## config.mk

```make
export PLATFORM = sky130hd
export DESIGN_NAME = bcd_decoder
export DESIGN_NICKNAME = d
export VERILOG_FILES = /design/src/rtl/bcd_decoder.sv
export SDC_FILE = /design/constraint.sdc
export NUM_CORES = 1
export LEC_CHECK = 0
export ABC_AREA = 1
export CAP_MARGIN = 20
export CORE_ASPECT_RATIO = 2
export CORE_MARGIN = 1.5
export CORE_UTILIZATION = 45
export CTS_CLUSTER_DIAMETER = 80
export DETAILED_ROUTE_END_ITERATION = 8
export PLACE_DENSITY = 0.68
export REMOVE_ABC_BUFFERS = 1
export SLEW_MARGIN = 40
export SYNTH_ARGS = -nofsm -noshare
export SYNTH_HDL_FRONTEND = slang
export SYNTH_SLANG_ARGS = --single-unit
```

## constraint.sdc

```tcl
create_clock -name i_clk -period 2 [get_ports i_clk]
set_clock_uncertainty 0.1 [all_clocks]
set_input_delay 0.6 -clock i_clk [delete_from_list [all_inputs] [get_ports i_clk]]
set_output_delay 0.6 -clock i_clk [all_outputs]
set_load 0.01 [all_outputs]
```

## src/rtl/bcd_decoder.sv

```systemverilog
`default_nettype none
// ============================================================================
// bcd_decoder : sequential BCD-to-binary converter, one digit per clock
// Rev 1.0
// ============================================================================
module bcd_decoder #(
  parameter int DIGITS = 4,
  parameter int BIN_W  = 16
) (
  input  logic                  i_clk,
  input  logic                  i_rst,
  input  logic                  i_begin_conv,
  input  logic [4*DIGITS-1:0]   i_bcd,
  output logic                  o_busy,
  output logic                  o_conv_done,
  output logic [BIN_W-1:0]      o_binary,
  output logic                  o_invalid
);

  localparam int CNT_W = (DIGITS > 1) ? $clog2(DIGITS) : 1;
  localparam logic [CNT_W-1:0] C_LAST = CNT_W'(DIGITS - 1);

  typedef enum logic [0:0] {
    IDLE = 1'b0,
    CONV = 1'b1
  } state_t;

  state_t                state_q,   state_d;
  logic [4*DIGITS-1:0]   sreg_q,    sreg_d;
  logic [BIN_W-1:0]      acc_q,     acc_d;
  logic [CNT_W-1:0]      cnt_q,     cnt_d;
  logic                  flag_q,    flag_d;
  logic                  busy_q,    busy_d;
  logic                  done_q,    done_d;
  logic [BIN_W-1:0]      binary_q,  binary_d;
  logic                  invalid_q, invalid_d;

  logic [3:0]            digit;
  logic [BIN_W-1:0]      acc_next;
  logic                  digit_bad;

  // acc*10 + d as (acc<<3) + (acc<<1) + d; nibbles A-F enter unclamped
  assign digit     = sreg_q[4*DIGITS-1 -: 4];
  assign digit_bad = (digit > 4'd9);
  assign acc_next  = (acc_q << 3) + (acc_q << 1) + BIN_W'(digit);

  always_comb begin
    state_d   = state_q;
    sreg_d    = sreg_q;
    acc_d     = acc_q;
    cnt_d     = cnt_q;
    flag_d    = flag_q;
    busy_d    = busy_q;
    done_d    = 1'b0;
    binary_d  = binary_q;
    invalid_d = invalid_q;

    case (state_q)
      IDLE: begin
        if (i_begin_conv) begin
          sreg_d  = i_bcd;
          acc_d   = '0;
          cnt_d   = '0;
          flag_d  = 1'b0;
          busy_d  = 1'b1;
          state_d = CONV;
        end
      end
      CONV: begin
        acc_d  = acc_next;
        sreg_d = sreg_q << 4;
        flag_d = flag_q | digit_bad;
        cnt_d  = cnt_q + CNT_W'(1);
        if (cnt_q == C_LAST) begin
          binary_d  = acc_next;
          invalid_d = flag_q | digit_bad;
          done_d    = 1'b1;
          busy_d    = 1'b0;
          cnt_d     = '0;
          state_d   = IDLE;
        end
      end
      default: begin
        state_d = IDLE;
        busy_d  = 1'b0;
      end
    endcase
  end

  always_ff @(posedge i_clk) begin
    if (i_rst) begin
      state_q   <= IDLE;
      sreg_q    <= '0;
      acc_q     <= '0;
      cnt_q     <= '0;
      flag_q    <= 1'b0;
      busy_q    <= 1'b0;
      done_q    <= 1'b0;
      binary_q  <= '0;
      invalid_q <= 1'b0;
    end else begin
      state_q   <= state_d;
      sreg_q    <= sreg_d;
      acc_q     <= acc_d;
      cnt_q     <= cnt_d;
      flag_q    <= flag_d;
      busy_q    <= busy_d;
      done_q    <= done_d;
      binary_q  <= binary_d;
      invalid_q <= invalid_d;
    end
  end

  assign o_busy      = busy_q;
  assign o_conv_done = done_q;
  assign o_binary    = binary_q;
  assign o_invalid   = invalid_q;

endmodule
`default_nettype wire

```

==> metrics.md <==
| Metric | Value |
|---|---|
| Worst-skew pair later-pin latency | 300 ps |
| Max FO, Critical Path | 3 |
| Critical path buffers and inverters | 2 |
| Total gr overflow | 0 |
| Post-synthesis sequential area ratio | 35.2% |
| Initial antenna violation count | 0 |
| Final min period | 2200 ps |
| H-tree levels | 2 |
| Worst hold path depth | 2 |
| Vias in the first global route | between 3000 and 4000 |
| Fin. max-slew vios | 0 |
| Crit path kind | reg2reg |
| R2R setup slack | -200 ps |
| CP arrival | 2340 ps |
| Clk root buf | clkbuf_16 |
| IO Pins | 38 |
| Worst Tran Pin Value | around 400 ps |
| CP required | 2140 ps |
| Worst-case clock buffer depth | 2 |
| Total track usage | roughly a quarter |
| Most used DFF post-synth | dfxtp_1 |
| CTS Sinks | 54 |
| Worst Hold Launch | o_binary[12] |
| Leak | 0.00202 uW |
| DIE HEIGHT | 120 um |
| Max-Cap Viols | 0 |
| Area leader, netlist | dfxtp_1 |
| Depth of the most critical reg-to-reg path | 10 |
| Setup ws final | -202 ps |
| Most common cell in the synthesized netlist | nand2_1 |
| Min-Delay Endpoint | o_binary[12] |
| Synth area leaders | dfxtp_1, nand2_1, ha_1, inv_1, nand3_1 |
| Hold Vio Cnt, Final | 0 |
| Crit end category | flip-flop |
| Fraction of layout cells with a size suffix above 1 | 22.8% |
| Die Wd | roughly 60 um |
| First-pass GRT wire length | 14.3 mm |
| Mapped Cells | 434 |
| Peak supply drop | approximately 0.48 mV |
| Final setup TNS | -2990 ps |
| Layout area overhead | 35.3% |
| Cell variety after synth | 32 |
| Mapped Area | 3070 um^2 |
| Core footprint | 6620 um^2 |
| Power per standard cell area | 558 nW/um^2 |
| Vias | between 3000 and 4000 |
| Post-synth top cells | nand2_1, inv_1, dfxtp_1, nand3_1, a21oi_1 |
| Reg-to-reg startpoint | acc_q[2] |
| DRC viols | 0 |
| Slew HR | 73.1% |
| CP cell instances | inv_2 -> fa_1 -> fa_2 -> inv_2 -> nand3_1 -> nand3_4 -> nand2_2 -> nand4_1 -> nand3_1 -> a21oi_1 |
| Max stage delay on crit path | 520 ps |
| Initial cell density of the core | 46.4% |
| Area of the die | roughly 7400 um^2 |
| Failing checks | setup timing |
| TritonCTS clock tree | built |
| Dpl hpwl | 6.53 mm |
| First-pass DRT Iterations | 6 |
| Avg Synthesized Cell Area | 7.07 um^2 |
| Post-route ant nets | 0 |
| Fin nets | 543 |
| Critical path's top delay family | adder cells |
| ANT cells | 0 |
| Dpl ws | -316 ps |
| Initial DRC Count | between 100 and 150 |
| Reg-to-reg endpoint | o_binary[10] |
| Tcrit/Tclk final | 110% |
| DRT Wirelength | slightly above 9 mm |
| CP max stage cell | fa_1 |
| FP Rows | 42 |
| Seq cells post-synth | 54 |
| Routed WL per cell | roughly 16 um |
| Cts bufs inserted | 5 |
| Synth Warn # | 0 |
| # fillers | 609 |
| Vias per inst | 5.20 |
| Asr flop ratio synth | 0% |
| Max Fclk | between 0.4 and 0.5 GHz |
| IO buf count | 37 |
| Largest net degree at the start of global routing | 21 |
| Worst min-delay path class | reg2reg |
| Post-synth top area share | about a third |
| Critical path launch point type | flip-flop |
| Clock-pin transition on the worst setup and hold timing paths | about 80 ps |
| Final setup viols | 23 |
| RSZ-0062 raised after global routing | true |
| Status | finished, violations left |
| Gpl congestion | a little over 0.9 |
| Post-synth EDFFs | 0 |
-- worst max-delay path by stage --
| stage | startpoint | endpoint | slack, ps | cells past startpoint |
|---|---|---|---|---|
| 2_1_floorplan | sreg_q[15] | acc_q[10] | -170 | 11 |
| 3_5_place_dp | sreg_q[15] | acc_q[10] | -320 | 10 |
| 4_1_cts | acc_q[2] | o_binary[15] | -130 | 13 |
| 5_1_grt | acc_q[2] | o_binary[10] | -300 | 10 |
| 6_report | acc_q[2] | o_binary[10] | -200 | 10 |
| 3_3_place_gp | sreg_q[15] | o_binary[14] | -250 | 11 |
-- timing repair --
action,in CTS,in global routing
hold buffers,0,0
endpoints found under the setup margin,24,24
buffers inserted,0,3
resized for setup,30,35
pin swaps,17,17
-- registers in the layout, summed over array words and instances (netlist names) --
register	flops
o_binary	16
sreg_q	16
acc_q	15
cnt_q	2
flag_q	1
o_busy	1
o_conv_done	1
o_invalid	1
state_q	1
-- stage by stage --
| step | util (%) | hold WS, ps | cells | instance area (um^2) | power (uW) |
|---|---|---|---|---|---|
| final | 62.7 | 352 | 584 | 4150 | 2320 |
| after floorplan | - | 329 | 420 | 3000 | 1250 |
| after detailed placement | 56.0 | 342 | 573 | 3710 | 1380 |
| after global placement | 56.0 | 338 | 573 | 3710 | 1380 |
| after global routing | 62.7 | 381 | 584 | 4150 | 2390 |
| after CTS | 60.2 | 355 | 581 | 3990 | 2310 |
-- cell families (layout without fill, tap and decap cells) --
family / count (synthesis) / after routing / synth area share [%]
adders and majority gates: 29 / 29 / 12.3
xor gates and xnor gates: 6 / 6 / 1.96
and+or+nand+nor: 216 / 216 / 30.8
AOI/OAI and AO/OA: 51 / 51 / 9.46
buffers and inverters: 78 / 140 / 10.2
DFF: 54 / 54 / 35.2
-- per-layer routing --
metal / wire [um] / vias to the layer above / track usage [%]
met5: 0 / - / 0
met4: 554 / 0 / 15.8
met3: 234 / 38 / 3.34
met2: 5160 / 87 / 47.7
met1: 3120 / 1411 / 26.2
li1: - / 1499 / -
-- report_power, final --
group | switching, uW | internal (uW)
clock network | 433 | 506
registers | 18.9 | 1100
logic | 139 | 118
-- worst reg2reg max path: cells and delay by family (launching register included) --
kind | cells | cell delay (ps)
AOI/OAI and AO/OA | 1 | 130
adders and majority gates | 2 | 910
DFF | 1 | 340
and+or+nand+nor | 5 | 540
buffers and inverters | 2 | 120
-- area by class of cell --
type / count / area, um^2 / area share, %
clock buffers: 7 / 143 / 3.44
well taps: 88 / 110 / 2.65
clock inverters: 1 / 8.76 / 0.211
multi-input cells: 302 / 1930 / 46.4
inverters: 64 / 240 / 5.79
flip-flops and latches: 54 / 1080 / 26.1
repair buffers: 68 / 639 / 15.4
-- placed cells by master, fill, tap and decap left out, drive strengths merged --
cell type	count
nand2	136
inv	65
dfxtp	54
nand3	47
clkdlybuf4s50	37
buf	31
a21oi	31
ha	27
nor2	23
o21ai	13
clkbuf	7
nand4	5
a22o	4
xor2	3
xnor2	3
a22oi	2
or2	2
fa	2
o221ai	1
and2	1
nand3b	1
nor3	1
No activity file was read; power rests on OpenSTA's default activity.
==> edit, RTL diff (config.mk and constraints unchanged) <==
Register the output `o_binary` once more, cleared by the reset; this adds one clock of latency there. The other outputs are not delayed to match.
--- a/src/rtl/bcd_decoder.sv
+++ b/src/rtl/bcd_decoder.sv
@@ -114,5 +114,11 @@
   assign o_busy      = busy_q;
   assign o_conv_done = done_q;
-  assign o_binary    = binary_q;
+  always_ff @(posedge i_clk) begin
+    if (i_rst) begin
+      o_binary <= '0;
+    end else begin
+      o_binary <= binary_q;
+    end
+  end
   assign o_invalid   = invalid_q;
 
Function: changed (Yosys sat finds a counterexample within 10 cycles, from zero or initial values and one cycle with i_rst high).
==> edit against the original RTL <==
The flow still finishes with violations (negative setup slack). Routed wire length rose by 6.8%. Sequential share of layout area rose by 3.1 points. Count of clock-buffer cells in the layout rose by 3. Utilization rose by 1.1 points. Cell count rose by 11%. Sequential cell count rose by 16. Setup slack got worse by 22 ps. First-iteration DRC count rose by 46%. Cell area rose by 16%. Total power rose by 44%. Fmax fell by 1.0%. Synthesized area rose by 14%. Critical endpoint is now binary_q[7]. Synthesized cell count rose by 10%.
==> edit: results (changes against the original RTL) <==
Place
  • Worst slack at placement: -307 ps (was -316 ps)
  • DPL Wire Length: 6.97 mm (was 6.53 mm)
  • RePlAce Congestion: 0.937 (was 0.914)
  • Post-Place Cells: 627 (was 573)

Status
  • Status: complete, but fails checks (unchanged)
  • Violated checks: negative setup slack (unchanged)

Setup path
  • Path depth of the worst reg2reg path: 11 (was 10)
  • R2R Path Start: acc_q[0] (was acc_q[2])
  • Slowest cell on crit path: sky130_fd_sc_hd__fa_2 (was sky130_fd_sc_hd__fa_1)
  • Worst-path fanout max: 4 (was 3)
  • Reg-to-Reg End: binary_q[7] (was o_binary[10])

Route
  • Detailed Routing Iterations Pass 1: 4 (was 6)
  • WL per Instance: 15.0 µm (was 15.5 µm)
  • DRC violation total after the first TritonRoute iteration: 182 (was 125)
  • Detailed-route vias per instance: 5.12 (was 5.20)

Final layout
  • Share of cells above drive strength 1: 25.1% (was 22.8%)
  • NumNets Final: 598 (was 543)
  • Non-filler cells, final: 648 (was 584)

Clock tree
  • CTS H-tree depth: 3 (was 2)
  • Total CTS buffers: 9 (was 5)
  • Register clock-pin slew on the reported worst setup and hold paths: 60 ps (was 80 ps)
  • Clock latency on the worst-skew pair: 340 ps (was 300 ps)

Timing
  • Final setup violation count: 21 (was 23)
  • Actual transition at the worst max-transition pin: 326 ps (was 404 ps)
  • Final hold slack: 323 ps (was 352 ps)
  • PnR worst setup slack: -224 ps (was -202 ps)

Synth
  • Distinct cell type count after synthesis: 31 (was 32)
  • Compound-gate portion of the synthesized area: 8.86% (was 9.46%)
  • Mean post-synth cell area: 7.33 µm² (was 7.07 µm²)
  • Xor/xnor cell area share of the yosys netlist: 1.71% (was 1.96%)

Worst hold path
  • Startpoint of the worst hold path: binary_q[10] (was o_binary[12])
  • Destination of the worst hold path: o_binary[10] (was o_binary[12])

Power and ir drop
  • Cell area power density: 691 mW/mm² (was 558 mW/mm²)
  • Pleak: 2.29 nW (was 2.02 nW)
  • Worst vdd ir: 0.000488 V (was 0.000484 V)

Global routing
  • Via count of the first global-routing pass: 3387 (was 3099)
  • Maximum number of pins on one net before global-route repair: 20 (was 21)
==> edit: cells by family (layout without fill, tap and decap cells) <==
group,count (synthesis),count (layout)
DFF,70,70
adders and majority gates,29,29
buffers and inverters,93,169
xor gates and xnor gates,6,6
AOI/OAI and AO/OA,56,56
and+or+nand+nor,224,224
==> edit: final cells by class <==
class,instances,area share [%]
timing repair buffer,78,14.8
sequential,70,29.2
multi-input combinational,315,41.5
clock inverter,5,1.22
clock buffer,10,4.96
inverter,76,5.92
tap,94,2.44
==> edit: power breakdown <==
group / total, mW / switching (mW) / internal (mW)
Combinational: 0.288 / 0.154 / 0.133
Sequential: 1.44 / 0.0160 / 1.42
Clock: 1.60 / 0.609 / 0.993
Total: 3.33 / 0.779 / 2.55
==> edit: how the worst max path moves through the flow <==
stage | startpoint | end | slack, ps | cells past startpoint
CTS | acc_q[2] | acc_q[10] | -170 | 10
global placement | sreg_q[15] | binary_q[14] | -260 | 11
detailed placement | sreg_q[15] | binary_q[14] | -310 | 11
floorplan | acc_q[0] | binary_q[14] | -180 | 11
global route | acc_q[0] | binary_q[15] | -300 | 13
finish | acc_q[0] | binary_q[7] | -220 | 11
==> edit: layer usage <==
metal / wire length [µm] / vias to the layer above / global-route usage, %
li1: - / 1653 / -
met1: 3170 / 1506 / 22.1
met2: 5330 / 108 / 45.0
met3: 382 / 53 / 4.83
met4: 810 / 0 / 21.3
met5: 0 / - / 0
==> edit: what timing repair did <==
item	4_1_cts	5_1_grt
setup endpoints to repair	24	24
pin swaps	17	21
gates resized for setup	38	36
gates cloned	0	0
hold buffers	0	0
buffers inserted	2	4
